**config.mk**
```make
export PLATFORM = sky130hd
export DESIGN_NAME = caliptra_prim_resp_router
export DESIGN_NICKNAME = d
export VERILOG_FILES = /design/src/rtl/caliptra_prim_resp_router.sv
export SDC_FILE = /design/constraint.sdc
export NUM_CORES = 1
export LEC_CHECK = 0
export BUFFER_PORTS_ARGS = -buffer_cell sky130_fd_sc_hd__buf_2
export CAP_MARGIN = 10
export CORE_AREA = 2 2 125 127
export DETAILED_ROUTE_END_ITERATION = 7
export DIE_AREA = 0 0 127 129
export HOLD_SLACK_MARGIN = 0.05
export PLACE_DENSITY_LB_ADDON = 0.15
export SYNTH_ARGS = -nofsm -noshare
export SYNTH_HDL_FRONTEND = slang
export SYNTH_SLANG_ARGS = --single-unit
```
**constraint.sdc**
```tcl
create_clock -name clk_i -period 8.5 [get_ports clk_i]
set_input_delay 0 -clock clk_i [delete_from_list [all_inputs] [get_ports clk_i]]
set_output_delay 0 -clock clk_i [all_outputs]
set_load 0.02 [all_outputs]
```
**src/rtl/caliptra_prim_resp_router.sv**
```systemverilog
// Return-path router: tracks the grant index of each accepted request in an in-order FIFO
// and steers every returning response beat back to the requester that issued it.
module caliptra_prim_resp_router #(
    parameter int unsigned N     = 8,
    parameter int unsigned DW    = 32,
    parameter int unsigned Depth = 4,
    parameter int unsigned IdxW  = $clog2(N),
    parameter int unsigned CntW  = $clog2(Depth + 1)
) (
    input  logic                clk_i,
    input  logic                rst_i,
    input  logic                req_fire_i,
    input  logic [IdxW-1:0]     req_idx_i,
    output logic                req_stall_o,
    input  logic                rsp_valid_i,
    input  logic [DW-1:0]       rsp_data_i,
    output logic                rsp_ready_o,
    output logic [N-1:0]        rsp_valid_o,
    output logic [N*DW-1:0]     rsp_data_o,
    input  logic [N-1:0]        rsp_ready_i,
    output logic [CntW-1:0]     outstanding_o,
    output logic [2:0]          err_o
);

    localparam int unsigned     PtrW     = (Depth > 1) ? $clog2(Depth) : 1;
    localparam logic [PtrW-1:0] LastPtr  = PtrW'(Depth - 1);
    localparam logic [CntW-1:0] DepthCnt = CntW'(Depth);
    localparam logic [IdxW:0]   NumPorts = (IdxW + 1)'(N);

    logic [IdxW-1:0] mem_q [Depth];
    logic [PtrW-1:0] head_q, head_d;
    logic [PtrW-1:0] tail_q, tail_d;
    logic [CntW-1:0] count_q, count_d;
    logic [2:0]      err_q, err_d;

    logic            empty, full;
    logic [IdxW-1:0] head_idx;
    logic            head_ok;
    logic            push, pop, overflow, spurious, bad_idx;

    // Pointers wrap explicitly so Depth need not be a power of two.
    function automatic logic [PtrW-1:0] ptr_inc(input logic [PtrW-1:0] p);
        return (p == LastPtr) ? '0 : p + 1'b1;
    endfunction

    assign empty    = (count_q == '0);
    assign full     = (count_q == DepthCnt);
    assign head_idx = mem_q[head_q];
    assign head_ok  = ({1'b0, head_idx} < NumPorts);
    assign bad_idx  = ({1'b0, req_idx_i} >= NumPorts);

    // Routing looks only at the registered head, so a push never bypasses into the same cycle.
    always_comb begin
        rsp_valid_o = '0;
        rsp_ready_o = 1'b1;
        if (!empty && head_ok) begin
            for (int i = 0; i < N; i++) begin
                if (head_idx == IdxW'(i)) begin
                    rsp_valid_o[i] = rsp_valid_i;
                    rsp_ready_o    = rsp_ready_i[i];
                end
            end
        end
    end

    assign rsp_data_o = {N{rsp_data_i}};

    assign pop      = rsp_valid_i & rsp_ready_o & ~empty;
    assign spurious = rsp_valid_i & empty;
    assign push     = req_fire_i & (~full | pop);
    assign overflow = req_fire_i & full & ~pop;

    always_comb begin
        head_d  = pop  ? ptr_inc(head_q) : head_q;
        tail_d  = push ? ptr_inc(tail_q) : tail_q;
        count_d = count_q;
        if (push && !pop) begin
            count_d = count_q + CntW'(1);
        end else if (pop && !push) begin
            count_d = count_q - CntW'(1);
        end
        err_d = err_q | {req_fire_i & bad_idx, overflow, spurious};
    end

    always_ff @(posedge clk_i or posedge rst_i) begin
        if (rst_i) begin
            head_q  <= '0;
            tail_q  <= '0;
            count_q <= '0;
            err_q   <= '0;
        end else begin
            head_q  <= head_d;
            tail_q  <= tail_d;
            count_q <= count_d;
            err_q   <= err_d;
        end
    end

    // Tracker storage holds no control state, so it is left unreset.
    always_ff @(posedge clk_i) begin
        if (push) begin
            mem_q[tail_q] <= req_idx_i;
        end
    end

    assign req_stall_o   = full;
    assign outstanding_o = count_q;
    assign err_o         = err_q;

    a_onehot_valid: assert property (@(posedge clk_i) disable iff (rst_i) $onehot0(rsp_valid_o));
    a_count_bound:  assert property (@(posedge clk_i) disable iff (rst_i) count_q <= DepthCnt);
    a_known_out:    assert property (@(posedge clk_i) disable iff (rst_i)
                        !$isunknown({rsp_valid_o, rsp_ready_o, req_stall_o, outstanding_o}));

endmodule

```
## After elaboration in Yosys (flattened, before gate mapping)

Memories as Yosys holds them, arrays and structs flattened.
Index checks and enable logic that the tools add are counted.

- Add/sub/neg operators: 4
- Equality and inequality tests: 10
- Muxes and demuxes: 24
- Bitwise operators: 11
- Reductions and logical operators: 7

Operators by type and width:

| operator | number |
|---|---|
| two-way mux 1 bit | 19 |
| equality test 3 bit (second input constant) | 5 |
| two-way mux 8 bit | 1 |
| AND 1 bit | 6 |
| equality test 3 x 2 -> 1 bit (second input constant) | 2 |
| logical NOT 3 bit | 2 |
| two-way mux 3 bit | 2 |
| adder 2 x 1 -> 2 bit (second input constant) | 2 |
| equality test 2 bit (second input constant) | 2 |
| two-way mux 2 bit | 2 |
| adder 3 x 1 -> 3 bit (second input constant) | 1 |
| equality test 3 x 1 -> 1 bit (second input constant) | 1 |
| inverter 1 bit | 3 |
| bitwise OR 3 x 2 -> 3 bit | 1 |
| subtractor 3 x 1 -> 3 bit (second input constant) | 1 |
| logical AND 1 bit | 2 |
| logical NOT 1 bit | 2 |
| nonzero test 2 bit | 1 |
| bitwise OR 1 bit | 1 |

- Register bits: 10
- RAM bits: 12
- Bits of input ports: 47
- Output and inout port bits: 272
- Memories: 1

Memories:

| name | words | width | read ports | clocked after memory_dff | wr ports | RTL line | source |
|---|---|---|---|---|---|---|---|
| mem_q | 4 | 3 | 1 | 0 | 1 | 30 | `logic [IdxW-1:0] mem_q [Depth];` |

## Logic depth before layout (Yosys ltp)

Gate-level depths: netlist (run 1).
An unclocked memory read counts as a cell.

- Word-level depth: 19
- Mapped depth: 11
- Gate-level depth less buffers: 11

## Worst setup path before layout (run 1)

No wires, ideal clock.

- Path kind: register to register
- Start point: register head_q[0]
- End point: register count_q[1] (netlist: outstanding_o[1])
- Arrival time: 2.964 ns
- Slack: 5.412 ns
- Stages on the path, launching flop included: 10
- Path buffers: 0
- Period minus slack after synthesis: 3.088 ns
- Path through: dfrtp_1 mux4_2 nand2b_4 o32a_1 a31o_2 a31o_4 ha_1 inv_1 fa_1 mux2_2

- Elaborated cells between the ends (all ways): 28
- Those cells by class: eq/ne: 7; mux: 10; bitwise: 4; reduce/logical: 6; memory: 1

RTL lines:

| item | RTL line | source |
|---|---|---|
| start, declared | 31 | `logic [PtrW-1:0] head_q, head_d;` |
| start signal, assigned | 87 | `head_q <= '0;` |
| start signal, assigned | 92 | `head_q <= head_d;` |
| memory read (4 x 3 bit) * | - |  |
| logical NOT 3 bit | 58 | `if (head_idx == IdxW'(i)) begin` |
| two-way mux 1 bit (7 in a row) | 58 |  |
| two-way mux 1 bit * | 58 |  |
| two-way mux 1 bit * | 56 | `if (!empty && head_ok) begin` |
| via rsp_ready_o | 17 | `output logic rsp_ready_o,` |
| AND 1 bit * (2 in a row) | 68 | `assign pop = rsp_valid_i & rsp_ready_o & ~empty;` |
| bitwise OR 1 bit * | 70 | `assign push = req_fire_i & (~full \| pop);` |
| AND 1 bit * | 70 |  |
| via push | 39 | `logic push, pop, overflow, spurious, bad_idx;` |
| logical AND 1 bit * | 77 | `if (push && !pop) begin` |
| two-way mux 3 bit * | 77 |  |
| via count_d[1] | 33 | `logic [CntW-1:0] count_q, count_d;` |
| end signal, assigned | 94 | `count_q <= count_d;` |
| end, declared | 33 |  |

The timed path passes the listed nets; every way through them passes the cells marked *.
A chain may end at the register's enable or synchronous reset.

## Worst setup path in the final report (run 1)

- Start point: register head_q[0]
- End point: register count_q[1] (netlist: outstanding_o[1])

- Elaborated cells between the ends (all ways): 28
- Those cells by class: eq/ne: 7; mux: 10; bitwise: 4; reduce/logical: 6; memory: 1

RTL lines:

| item | RTL line |
|---|---|
| memory read (4 x 3 bit) * | - |
| logical NOT 3 bit | 58 |
| two-way mux 1 bit (7 in a row) | 58 |
| two-way mux 1 bit * | 58 |
| two-way mux 1 bit * | 56 |
| AND 1 bit * (2 in a row) | 68 |
| bitwise OR 1 bit * | 70 |
| AND 1 bit * | 70 |
| via push | 39 |
| logical AND 1 bit * | 77 |
| two-way mux 3 bit * | 77 |
| via count_d[1] | 33 |

Marks and branches as above.

==> out/results.ini, run 1 <==
[timing]
final-max-slew-violation-count = 0
setup_tns_ns = 0
rsz0062_at_grt = false
fmax_mhz = 311
clock-skew-final_ns = 0.00282
setup_viol = 0
hold_violations = 0
fin_ws_ns = 5.28
min_period_over_period_pct = 37.9
period_minus_slack_ns = 3.22

[route]
via_per_inst = 3.05
drt-initial-drc-count = 25
drt_wl_total_microns = 4900
drt-pass1-iter-count = 4
vias = 1048
drc = 0
ant_nets = 0
wl_per_cell_microns = 14.3

[cts]
cts_max_path_buffers = 2
cts_buffers = 3
hold_buffers = 38
cts_resized = 0
clk_pin_slew_ns = 0.06
clk-insertion-delay-late_ns = 0.25
htree_levels = 1
cts_root_buf = clkbuf_16
cts_tree = done
cts_setup_buffers = 0
cts.sinks = 21

[yosys]
synth_common_cells = buf_4 (257), edfxtp_1 (12), nor2_1 (12)
syn_avg_cell_area_sq_um = 8.89
yosysUniqueCellTypes = 33
yosys.cell_count.top_type = buf_4
syn_area_sq_mm = 0.00304
netlist.area_leader.share_pct = 63.5
synthArstFlopShare_pct = 42.9
synth_area_leaders = buf_4 (63%), edfxtp_1 (12%), dfrtp_1 (7.4%), ha_1 (2.5%), mux4_2 (2.2%)
synth_fp_nets = 396
ys_ff_latch = 21
synth-main-ff-cell = edfxtp_1
ys_seq_area_share_pct = 19.3
yosysTopAreaCell = buf_4
synth_edf_count = 12
synth_cells = 342
yosys_warnings = 0

[worst_setup_path]
critPathRequiredTime_ns = 8.64
critPathArrivalTime_ns = 3.35
start_kind = flop
endpoint_kind = flop
path_max_fanout = 9
path_class = flop to flop

[final_layout]
stdcell_area_sq_mm = 0.00227
fillerInstances = 1697
fin_util_pct = 15.2
area_growth_pct = -25.3
finalNetCount = 211
fin_cells = 344
drive_gt1_share_pct = 47.4
n_antenna_cell = 0

[placement]
place_ws_ns = 5.26
portBuffers = 29
postPlaceCellArea_sq_mm = 0.00149
hpwl_microns = 3850
dpl.cell_count = 302
routabilityCongestion = 0.605

[grt]
grt_max_degree = 13
grt_pass1_wl_microns = 6730
track_usage_pct = 5.44
antenna_found_initial = 0
overflow = 0
grt_pass1_vias = 1124

[die]
initial_core_util_pct = 20.3
die_width_microns = 127
dieArea_sq_mm = 0.0164
die_h_microns = 129
core_area_sq_mm = 0.0150
row_count = 45
ios = 319

[power_and_ir_drop]
power_leakage_nw = 0.943
peakVddDrop_uv = 120
power_density_mw_per_mm2 = 316

[job]
maxCapViolCount = 0

[run_status]
outcome = completed

[hold_path]
hold_path.class = primary input to output pin

## stage by stage
stage	hold slack [ns]	power, W
2_1_floorplan	-0.172	0.000583
3_3_place_gp	0.000577	0.000504
3_5_place_dp	-0.00265	0.000497
4_1_cts	0.167	0.000732
5_1_grt	0.169	0.000782
6_report	0.166	0.000718
## where the power goes
part | switching, W | internal [W] | total (W)
clock network | 0.0000349 | 0.0000631 | 0.0000980
registers | 0.0000340 | 0.000149 | 0.000182
logic | 0.000268 | 0.000169 | 0.000437
total | 0.000337 | 0.000381 | 0.000718
## logic make-up (layout without fill, tap and decap cells)
family | Yosys count | count (layout) | synth area share (%)
fa+ha+maj | 7 | 7 | 3.13
simple gates | 30 | 30 | 5.27
other cells | 1 | 1 | 0.123
buf+inv | 262 | 76 | 64.1
compound gates | 9 | 9 | 2.63
flops | 21 | 21 | 19.3
xor+xnor | 3 | 3 | 0.864
mux | 9 | 9 | 4.65
## cells in the final DEF, fill, tap and decap left out, types with 2 or more instances in the layout
| cell type | n |
|---|---|
| mux2_1 | 2 |
| ha_1 | 6 |
| edfxtp_1 | 12 |
| mux4_2 | 3 |
| buf_12 | 32 |
| and2_1 | 4 |
| dlygate4sd3_1 | 6 |
| mux2_4 | 2 |
| clkbuf_16 | 3 |
| xor2_1 | 2 |
| nor2_1 | 12 |
| nand2_1 | 3 |
| dfrtp_1 | 9 |
| buf_2 | 29 |
| inv_1 | 5 |
| nand2b_1 | 3 |
| nor2b_1 | 3 |
## area by class of cell
type                            count  area [sq um]  area share, %
Timing Repair Buffer               67           846           37.2
Sequential cell                    21           586           25.8
Multi-Input combinational cell     59           507           22.3
Tap cell                          188           235           10.4
Clock buffer                        3          75.1           3.30
Inverter                            5          18.8          0.826
Clock inverter                      1          5.00          0.220
## critical path: stages (launching register included)
cell and delay (ns):
dfrtp_1 0.49, mux4_2 0.65, nand2b_4 0.19, o32a_1 0.28, a31o_2 0.23, a31o_4 0.28, ha_1 0.23, inv_1 0.07
fa_1 0.41, mux2_2 0.27
## layer usage
metal  up-vias  share of wire, %  GRT usage (%)
li1        448                 -              -
met1       512                30           5.16
met2        86                59           11.2
met3         2                10           1.91
met4         0              0.16          0.970
met5         -                 0              0
## registers in the layout, summed over array words and instances, names as in the netlist
signal and flops:
head_q 2, outstanding_o 3, mem_q 12, tail_q 2, err_o 2
## path summary, 6_finish.rpt
path	from	depth (start not counted)	to	slack, ns
setup / recovery	head_q[0]$_DFFE_PP0N_	9	outstanding_o[1]$_DFFE_PP0P_	5.28
hold / removal	rsp_data_i[3]	1	rsp_data_o[227]	0.17
setup reg to reg	head_q[0]$_DFFE_PP0N_	9	outstanding_o[1]$_DFFE_PP0P_	5.28
hold reg to reg	err_o[0]$_DFF_PP0_	1	err_o[0]$_DFF_PP0_	0.46
max in group asynchronous	rst_i	3	err_o[1]$_DFF_PP0_	7.96
min in group asynchronous	rst_i	3	tail_q[1]$_DFFE_PP0P_	0.27
Power figures use the tool's default switching activity.
==> inputs of run 2 (changes only) <==
- clock period: 8.5 -> 2.75 ns (I/O delays scaled with it)
==> run 2 against run 1 <==
Effect of this change:
- the flow now finishes with violations (negative setup slack)
- clock skew fell by 0.0010 ns
- sequential power rose to 3.0 times the previous value
- clock power rose to 3.2 times the previous value
- final cell count rose by 5.2%
- sequential share of layout area fell by 1.6 points
- largest power group unchanged
==> out/results.ini, run 2 (synthesis results as in run 1) <==
[run_status]
outcome = finished, violations left
violations = negative setup slack

[cts]
cts_root_buf = clkbuf_16
cts_max_path_buffers = 2  ; unchanged
clk-insertion-delay-late_ns = 0.25  ; about the same
cts_buffers = 3  ; unchanged
htree_levels = 1  ; unchanged
cts.sinks = 21  ; unchanged
cts_tree = done
clk_pin_slew_ns = 0.06  ; about the same

[timing]
rsz0062_at_grt = true
fin_ws_ns = -0.173  ; -5.46 ns
clock-skew-final_ns = 0.00177  ; -0.00105 ns
hold_violations = 0  ; unchanged
final-max-slew-violation-count = 0  ; unchanged
min_period_over_period_pct = 106  ; +68 points
setup_viol = 2  ; +2
fmax_mhz = 342  ; +10%
period_minus_slack_ns = 2.92  ; -0.294 ns

[die]
ios = 319  ; unchanged
die_width_microns = 127  ; unchanged
row_count = 45  ; unchanged
initial_core_util_pct = 20.3  ; unchanged
die_h_microns = 129  ; unchanged
core_area_sq_mm = 0.0150  ; unchanged
dieArea_sq_mm = 0.0164  ; unchanged

[final_layout]
fin_cells = 362  ; +5.2%
stdcell_area_sq_mm = 0.00243  ; +7.0%
n_antenna_cell = 0  ; unchanged
drive_gt1_share_pct = 54.0  ; +6.6 points
fillerInstances = 1657  ; -2.4%
layout_commonest_cell = buf_12
largest_register_ffs = 12  ; unchanged
final_cell_mix = buf_12 (32), buf_2 (29), buf_4 (18)
largest_register = mem_q
area_growth_pct = -20.0
finalNetCount = 229  ; +8.5%

[grt]
grt_pass1_wl_microns = 6670  ; -0.92%
grt_pass1_vias = 1199  ; +6.7%
track_usage_pct = 5.27  ; -0.17 points
antenna_found_initial = 0  ; unchanged
grt_max_degree = 14  ; +1
overflow = 0  ; unchanged

[worst_setup_path]
slowest_delay_ns = 0.58  ; -0.07 ns
cp_cell_sequence = mux4_2 > nand2b_4 > o32a_1 > a31o_4 > a31o_4 > ha_4 > inv_1 > fa_1 > mux2_2
cp_slowest_cell = mux4_2
start_kind = flop
path_class = flop to flop
critPathArrivalTime_ns = 3.06  ; -0.29 ns
path_max_fanout = 6  ; -3
endpoint_kind = flop
critPathRequiredTime_ns = 2.89  ; -5.75 ns
crit_top_cell = a31o_4

[placement]
routabilityCongestion = 0.644  ; +6.5%
postPlaceCellArea_sq_mm = 0.00164  ; +10%
dpl.cell_count = 319  ; +5.6%
portBuffers = 29  ; unchanged
hpwl_microns = 3780  ; -1.8%

[power_and_ir_drop]
power_leakage_nw = 1.03  ; +9.1%
finalPower_w = 0.00255  ; +250%
peakVddDrop_uv = 282  ; +140%
power_density_mw_per_mm2 = 1050  ; +230%

[route]
drt_wl_total_microns = 4840  ; -1.2%
ant_nets = 0  ; unchanged
vias = 1104  ; +5.3%
drt-initial-drc-count = 35  ; +40%
wl_per_cell_microns = 13.4  ; -6.2%
via_per_inst = 3.05  ; +0.11%
drc = 0  ; unchanged
drt-pass1-iter-count = 4  ; unchanged

[hold_path]
hold_path.class = primary input to output pin

[job]
maxCapViolCount = 0  ; unchanged

[run 2: through the flow]
stage	utilization (%)	setup TNS [ns]	hold WS [ns]	setup slack, ns
floorplan	-	-0.397	-0.172	-0.228
global placement	11.0	-0.422	0.000589	-0.221
detailed placement	11.0	-0.456	0.000589	-0.229
CTS	16.2	-0.362	0.167	-0.200
global route	16.2	-0.639	0.169	-0.320
finish	16.2	-0.294	0.166	-0.173
[run 2: critical path: cells and delay by family, from the launching register on]
kind	cells	cell delay, ns
simple gates	1	0.17
compound gates	3	0.76
flops	1	0.42
buf+inv	1	0.06
mux	2	0.84
fa+ha+maj	2	0.56
[run 2: final cells by class]
| cell class | count | area (sq um) | area share, % |
|---|---|---|---|
| timing repair buffer | 85 | 981 | 40.3 |
| sequential | 21 | 587 | 24.1 |
| multi-input combinational | 59 | 528 | 21.7 |
| tap | 188 | 235 | 9.67 |
| clock buffer | 3 | 75.1 | 3.09 |
| inverter | 5 | 18.8 | 0.772 |
| clock inverter | 1 | 7.51 | 0.309 |
[run 2: layer usage]
layer | track usage (%) | up-vias | wire length (microns)
met5 | 0 | - | 0
met4 | 0.970 | 0 | 24
li1 | - | 483 | -
met2 | 10.9 | 88 | 2890
met3 | 1.91 | 4 | 485
met1 | 4.92 | 529 | 1440
[run 2: what timing repair did]
item | 4_1_cts | 5_1_grt
buffers inserted | 1 | 0
pin swaps | 1 | 0
gates resized for setup | 1 | 0
hold buffers | 38 | 0
endpoints found under the setup margin | 2 | 2
hold endpoints to repair | 279 | 0
[run 2: power by group]
part	internal, W	switching [W]
Combinational	0.000755	0.000919
Clock	0.000197	0.000121
Sequential	0.000460	0.0000930
[run 2: worst paths after layout]
check / startpoint / endpoint / slack (ns) / cells after the start
max: head_q[0]$_DFFE_PP0N_ / outstanding_o[1]$_DFFE_PP0P_ / -0.17 / 9
min: rsp_data_i[16] / rsp_data_o[48] / 0.17 / 1
max reg2reg: head_q[0]$_DFFE_PP0N_ / outstanding_o[1]$_DFFE_PP0P_ / -0.17 / 9
min reg2reg: err_o[0]$_DFF_PP0_ / err_o[0]$_DFF_PP0_ / 0.46 / 1
max in group asynchronous: rst_i / head_q[0]$_DFFE_PP0N_ / 2.17 / 3
min in group asynchronous: rst_i / tail_q[1]$_DFFE_PP0P_ / 0.27 / 3
==> inputs of run 3 (changes only) <==
- BUFFER_PORTS_ARGS: -buffer_cell sky130_fd_sc_hd__buf_2 -> default
- DONT_BUFFER_PORTS: default -> 1
==> run 3 against run 2 <==
Effect of this change:
- the run still ends with negative setup slack left
- register-to-register slack lost 0.05 ns
- die area unchanged
- critical path type unchanged
- clock power shrank 4%
- sequential share of layout area up 1.3 points
- largest power group unchanged
- non-clock buffer count decreased by 31
- first-iteration DRC count down 14%
- clock skew about the same
- wire length fell by 5.5%
- combinational power down 2%
- sequential cell count is the same
- critical path depth unchanged
==> out/results.ini, run 3 (synthesis results as in run 1) <==
[die]
dieArea_sq_mm = 0.0164  ; unchanged
initial_core_util_pct = 20.3  ; unchanged
ios = 319  ; unchanged
die_width_microns = 127  ; unchanged
row_count = 45  ; unchanged
core_area_sq_mm = 0.0150  ; unchanged
die_h_microns = 129  ; unchanged

[worst_setup_path]
cp_cell_sequence = mux4_2 > nand2b_4 > o32a_1 > a31o_4 > a31o_4 > ha_4 > inv_2 > fa_1 > mux2_4
cp_top_family = multiplexers
rrSetupSlack_ns = -0.23  ; -0.05 ns
slowest_delay_ns = 0.59  ; about the same
endpoint_kind = flop
critPathRequiredTime_ns = 2.88  ; about the same
worst-path-buf-inv = 1  ; unchanged
start_kind = flop
cp_slowest_cell = mux4_2
path_max_fanout = 5  ; -1
critPathArrivalTime_ns = 3.11  ; +0.05 ns
crit_top_cell = a31o_4
path_class = flop to flop

[grt]
track_usage_pct = 4.96  ; -0.30 points
grt_pass1_wl_microns = 6250  ; -6.3%
grtUsageMet3_pct = 1.95  ; +0.042 points
antenna_found_initial = 0  ; unchanged
busiest_layer = met2
grt_pass1_vias = 1079  ; -10%
grt_use_met1_pct = 4.15  ; -0.78 points
overflow = 0  ; unchanged
grt_max_degree = 14  ; unchanged
grt_use_met2_pct = 10.8  ; -0.16 points

[timing]
final-max-slew-violation-count = 0  ; unchanged
setup_viol = 2  ; unchanged
period_minus_slack_ns = 2.98  ; +0.0535 ns
fin_ws_ns = -0.227  ; -0.0535 ns
setup_tns_ns = -0.368  ; -0.0747 ns
rsz0062_at_grt = true
min_period_over_period_pct = 108  ; +1.9 points
hold_violations = 0  ; unchanged
clock-skew-final_ns = 0.00214  ; +0.000365 ns
fmax_mhz = 336  ; -1.8%

[route]
vias = 991  ; -10%
drt-initial-drc-count = 30  ; -14%
drt_wl_total_microns = 4580  ; -5.5%
drc = 0  ; unchanged
via_per_inst = 2.99  ; -1.8%
drt-pass1-iter-count = 4  ; unchanged
ant_nets = 0  ; unchanged
wl_per_cell_microns = 13.8  ; +3.4%

[power_and_ir_drop]
power_leakage_nw = 0.906  ; -12%
power_density_mw_per_mm2 = 1080  ; +3.4%
peakVddDrop_uv = 229  ; -19%
finalPower_w = 0.00250  ; -1.7%

[hold_path]
hold_path.class = primary input to asynchronous set/reset pin

[cts]
cts_tree = done
cts_max_path_buffers = 2  ; unchanged
cts_root_buf = clkbuf_16
cts.sinks = 21  ; unchanged
clk-insertion-delay-late_ns = 0.25  ; about the same
cts_buffers = 3  ; unchanged
htree_levels = 1  ; unchanged
clk_pin_slew_ns = 0.06  ; about the same

[placement]
hpwl_microns = 3620  ; -4.3%
place_ws_ns = -0.253  ; -0.0243 ns
portBuffers = 0  ; -100%
routabilityCongestion = 0.673  ; +4.5%

[final_layout]
fillerInstances = 1656  ; -0.060%
finalNetCount = 198  ; -14%
layout_commonest_cell = buf_12
n_antenna_cell = 0  ; unchanged
drive_gt1_share_pct = 49.7  ; -4.4 points
multi_input_area_sq_um = 564  ; +6.9%
register_area_sq_um = 587  ; unchanged
area_growth_pct = -24.0
final_cell_mix = buf_12 (32), buf_4 (15), nor2_1 (12), edfxtp_1 (12), dfrtp_1 (8)
largest_register_ffs = 12  ; unchanged
largest_register = mem_q

[run_status]
outcome = finished, violations left
violations = negative setup slack

[job]
maxCapViolCount = 0  ; unchanged

==> run 3: cell types whose count changed in the layout (fill, tap and decap cells not counted), sizes merged <==
cell and change:
buf -31
==> run 3: through the flow <==
stage	util, %	hold slack [ns]	cells	instance area [sq um]
after floorplan	-	-0.172	342	3060
after global placement	9.89	-0.0992	288	1480
after detailed placement	9.89	-0.0926	288	1480
after CTS	15.4	0.154	332	2310
after global routing	15.4	0.169	331	2310
final	15.4	0.166	331	2310
==> run 3: timing repair <==
| action | 4_1_cts | 5_1_grt |
|---|---|---|
| endpoints found under the hold margin | 279 | 0 |
| pin swaps | 4 | 7 |
| hold buffers | 38 | 0 |
| endpoints found under the setup margin | 2 | 14 |
| gates resized for setup | 6 | 7 |
| buffers inserted | 2 | 0 |
==> run 3: final timing paths <==
path / from / endpoint / depth (start not counted)
min in group clk_i: rsp_data_i[16] / rsp_data_o[48] / 1
max in group asynchronous: rst_i / head_q[0]$_DFFE_PP0N_ / 2
worst max register to register: head_q[0]$_DFFE_PP0N_ / outstanding_o[1]$_DFFE_PP0P_ / 9
worst max-delay path: head_q[0]$_DFFE_PP0N_ / outstanding_o[1]$_DFFE_PP0P_ / 9
worst min register to register: outstanding_o[0]$_DFFE_PP0P_ / outstanding_o[0]$_DFFE_PP0P_ / 1
worst min-delay path: rst_i / tail_q[0]$_DFFE_PP0P_ / 2
==> run 3: area by class of cell <==
cell class | count | area share [%]
clock inverters | 1 | 0.325
clock buffers | 3 | 3.25
multi-input cells | 59 | 24.4
inverters | 5 | 0.812
repair buffers | 54 | 35.7
flip-flops and latches | 21 | 25.4
well taps | 188 | 10.2
==> run 3: power by group <==
part | internal, W | switching [W] | total, W
Combinational | 0.000727 | 0.000902 | 0.00163
Clock | 0.000196 | 0.000110 | 0.000306
Sequential | 0.000460 | 0.000107 | 0.000567
==> run 3: per-layer routing <==
layer / vias to the layer above / part of all wire, %
li1: 421 / -
met1: 478 / 27
met2: 88 / 62
met3: 4 / 11
met4: 0 / 0.31
met5: - / 0
